$ cat config.mk
export PLATFORM = sky130hd
export DESIGN_NAME = demux_1x7_stream
export DESIGN_NICKNAME = d
export VERILOG_FILES = /design/src/rtl/demux_1x7_stream.sv
export SDC_FILE = /design/constraint.sdc
export NUM_CORES = 1
export LEC_CHECK = 0
export BUFFER_PORTS_ARGS = -buffer_cell sky130_fd_sc_hd__buf_2
export CAP_MARGIN = 20
export CORE_MARGIN = 4
export CORE_UTILIZATION = 30
export DETAILED_ROUTE_END_ITERATION = 8
export PLACE_DENSITY = 0.58
export SYNTH_ARGS = -nofsm -noshare
export SYNTH_HDL_FRONTEND = slang
export SYNTH_SLANG_ARGS = --single-unit
$ cat constraint.sdc
create_clock -name clk -period 4.65 [get_ports clk]
set_clock_uncertainty 0.05 [all_clocks]
set_input_delay 0 -clock clk [delete_from_list [all_inputs] [get_ports clk]]
set_output_delay 0 -clock clk [all_outputs]
set_load 0.1 [all_outputs]
$ cat src/rtl/demux_1x7_stream.sv
// demux_1x7_stream: registered 1-to-7 stream demux with per-channel output registers and sel=7 drop counting
module demux_1x7_stream #(
  parameter int DATA_W = 8,
  parameter int ERR_W = 8
) (
  input  logic              clk,
  input  logic              rst_n,
  input  logic [DATA_W-1:0] in_data,
  input  logic [2:0]        in_sel,
  input  logic              in_valid,
  output logic              in_ready,
  output logic [7*DATA_W-1:0] out_data,
  output logic [6:0]        out_valid,
  input  logic [6:0]        out_ready,
  output logic              err_pulse,
  output logic [ERR_W-1:0]  err_cnt
);
  logic [7:0] free, xfer;
  // slot 7 is the discard destination and is always free
  assign free = {1'b1, ~out_valid | out_ready};
  assign in_ready = free[in_sel];
  assign xfer = (in_valid && in_ready) ? (8'd1 << in_sel) : 8'd0;
  always_ff @(posedge clk or negedge rst_n)
    if (!rst_n) begin
      out_valid <= '0;
      out_data <= '0;
      err_pulse <= 1'b0;
      err_cnt <= '0;
    end else begin
      for (int k = 0; k < 7; k++) begin
        if (xfer[k]) out_data[k*DATA_W +: DATA_W] <= in_data;
        out_valid[k] <= xfer[k] | (out_valid[k] & ~out_ready[k]);
      end
      err_pulse <= xfer[7];
      if (xfer[7] && err_cnt != '1) err_cnt <= err_cnt + 1'b1;
    end
endmodule

==> flow_summary.toml <==
[outcome]
outcome = "completed"

[sta]
fmax_mhz = 534.8
fin_setup_tns_ns = 0
finalCritPeriodShare_pct = 40.21
setup_viol = 0
slew_violations = 0
worst_pin_slew_ns = 0.8903
grt_setup_unrepaired = "false"
relSlewSlack_pct = 40.65
holdWs_ns = 0.03273
period_needed_ns = 1.870
hold_violations = 0

[worst_setup_path]
rr_endpoint = "out_data[35]"
start_kind = "flip-flop"
required_ns = 4.60
crit_fanout = 3
r2r_cells = 3
crit_start = "out_valid[1]"
cp-end-kind = "primary output"
r2r_start = "out_valid[4]"
worstSetupPathType = "flip-flop to primary output"
reg2reg_slack_ns = 2.85
crit_end = "in_ready"
arrival_ns = 1.82

[die]
num_rows = 35
die_area_um2 = 11230
io_pins = 94
die_h_um = 106.0
die_width_um = 106.0
core_area_um2 = 9284
start_util_pct = 31.01

[synthesis]
synth_cells = 197
synth_ff_type = "dfrtp_1"
synth_edf_count = 0
syn_area_per_cell_um2 = 14.61
ys_seq_elements = 72
syn_area_um2 = 2879
yosysWarnings = 0
synth_cell_types = 29
synth-seq-area-share_pct = 62.58
async_reset_ff_share_pct = 100.0
syn-num-nets = 219

[drt]
first_pass_iters = 4
ant_nets = 0
drtIter0Drc = 45
vias_per_cell = 4.434
wl_per_cell_um = 15.99
drt_wl_total_mm = 7.146
num_vias = 1982
drc = 0

[global_route]
use_met3_pct = 3.764
busiest_layer = "met2"
antenna_found_initial = 0
grt.total_usage_pct = 13.59
grtUsageMet2_pct = 21.22
grt_pass1_vias = 2129
overflow = 0
grt_max_degree = 73
grt_pass1_wl_mm = 11.50
grtUsageMet1_pct = 17.63

[cts]
numCtsBuffers = 9
clkLatencyLatePin_ns = 0.33
clockBufferDepth = 2
root_buffer = "clkbuf_8"
clkSlewWorstSetupHoldPaths_ns = 0.07
htreeDepth = 3
cts_tree = "yes"
clock-sinks = 72

[layout]
fin_nets = 335
final_layout_size_suffix_gt1_share_pct = 54.09
finalNonFillerCells = 447
antenna_cells = 0
final_cell_mix = "buf_2, dfrtp_1, mux2_2"
final_common_cell = "buf_2"
area_delta_synth_final_pct = 33.72

[placed_design]
place.gp.congestion = 0.8160
place_inst = 414
io_buffers = 93
hpwl_mm = 4.845

[power]
pwr_density_cell_nw_per_um2 = 682.1
total_leakage_power_nw = 1.866
max-vdd-ir-drop_uv = 307.8

[hold_path]
hold_class = "input pin to flip-flop"

[flow_run]
drv_cap = 0
state kept, by name, indices dropped and copies added, names as in the netlist:
signal / count
err_pulse: 1
out_valid: 7
out_data: 56
err_cnt: 8
per-stage QoR:
step / utilization [%] / cell area (um^2) / total power, mW / worst slack, ns
final: 41.47 / 3850 / 2.626 / 2.780
after global routing: 41.47 / 3850 / 2.733 / 2.627
after CTS: 41.47 / 3850 / 2.656 / 2.751
after detailed placement: 37.49 / 3481 / 2.138 / 2.773
after global placement: 37.49 / 3481 / 2.129 / 2.778
after floorplan: - / 2879 / 1.921 / 2.419
cell type report:
type | instances | area (um^2)
Clock inverter | 3 | 40.04
Clock buffer | 13 | 158.9
Tap cell | 129 | 161.4
Sequential cell | 72 | 1802
Inverter | 3 | 11.26
Fill cell | 928 | 5434
Multi-Input combinational cell | 117 | 1039
Timing Repair Buffer | 110 | 638.1
where the power goes:
group	total (mW)	internal, mW	leakage [nW]	switching (mW)
clock	0.500	0.276	0.103	0.224
sequential	0.829	0.753	0.882	0.0760
combinational	1.30	0.201	0.881	1.09
cells by family after synthesis:
family | Yosys count | share of synthesized area, %
AO/OA/AOI/OAI | 11 | 2.260
AND/OR/NAND/NOR | 41 | 8.779
flip-flops | 72 | 62.58
multiplexers | 60 | 23.38
adder cells (fa/ha/maj) | 1 | 0.4345
XOR/XNOR | 4 | 1.217
buffers and inverters | 8 | 1.347
repair_timing:
item | 4_1_cts | 5_1_grt
hold buffers | 17 | 0
buffers inserted | 0 | 0
resized for setup | 0 | 0
hold endpoints to repair | 131 | 0
layer usage:
layer	up-vias	routed length [um]
li1	932	-
met1	975	3276
met2	66	3318
met3	9	464
met4	0	86
met5	-	0
synthesized netlist by cell type (3+ instances only):
cell,number,area (um^2)
and4_1,3,26.28
buf_2,3,15.01
dfrtp_1,72,1802
inv_1,3,11.26
mux2_2,58,653.1
nand2_1,13,48.80
nand2b_1,8,50.05
nor2_1,3,11.26
o21ai_0,7,35.03
critical path, cell delays in order, from the launching register on:
cell and delay, ns:
dfrtp_1 0.38, nand2b_1 0.14, o22ai_1 0.13, o32ai_1 0.28
a21o_1 0.12, buf_2 0.42
worst min-delay path by stage:
stage	cells past startpoint	end	slack, ns	startpoint
after floorplan	0	err_cnt[0]	-0.35	rst_n
after global placement	1	out_data[40]	0.15	rst_n
after detailed placement	1	out_valid[4]	0.15	rst_n
after CTS	2	err_pulse	0.01	in_sel[0]
after global routing	2	err_pulse	0.02	in_sel[0]
final	2	err_pulse	0.03	in_sel[0]
Power figures use the tool's default switching activity.
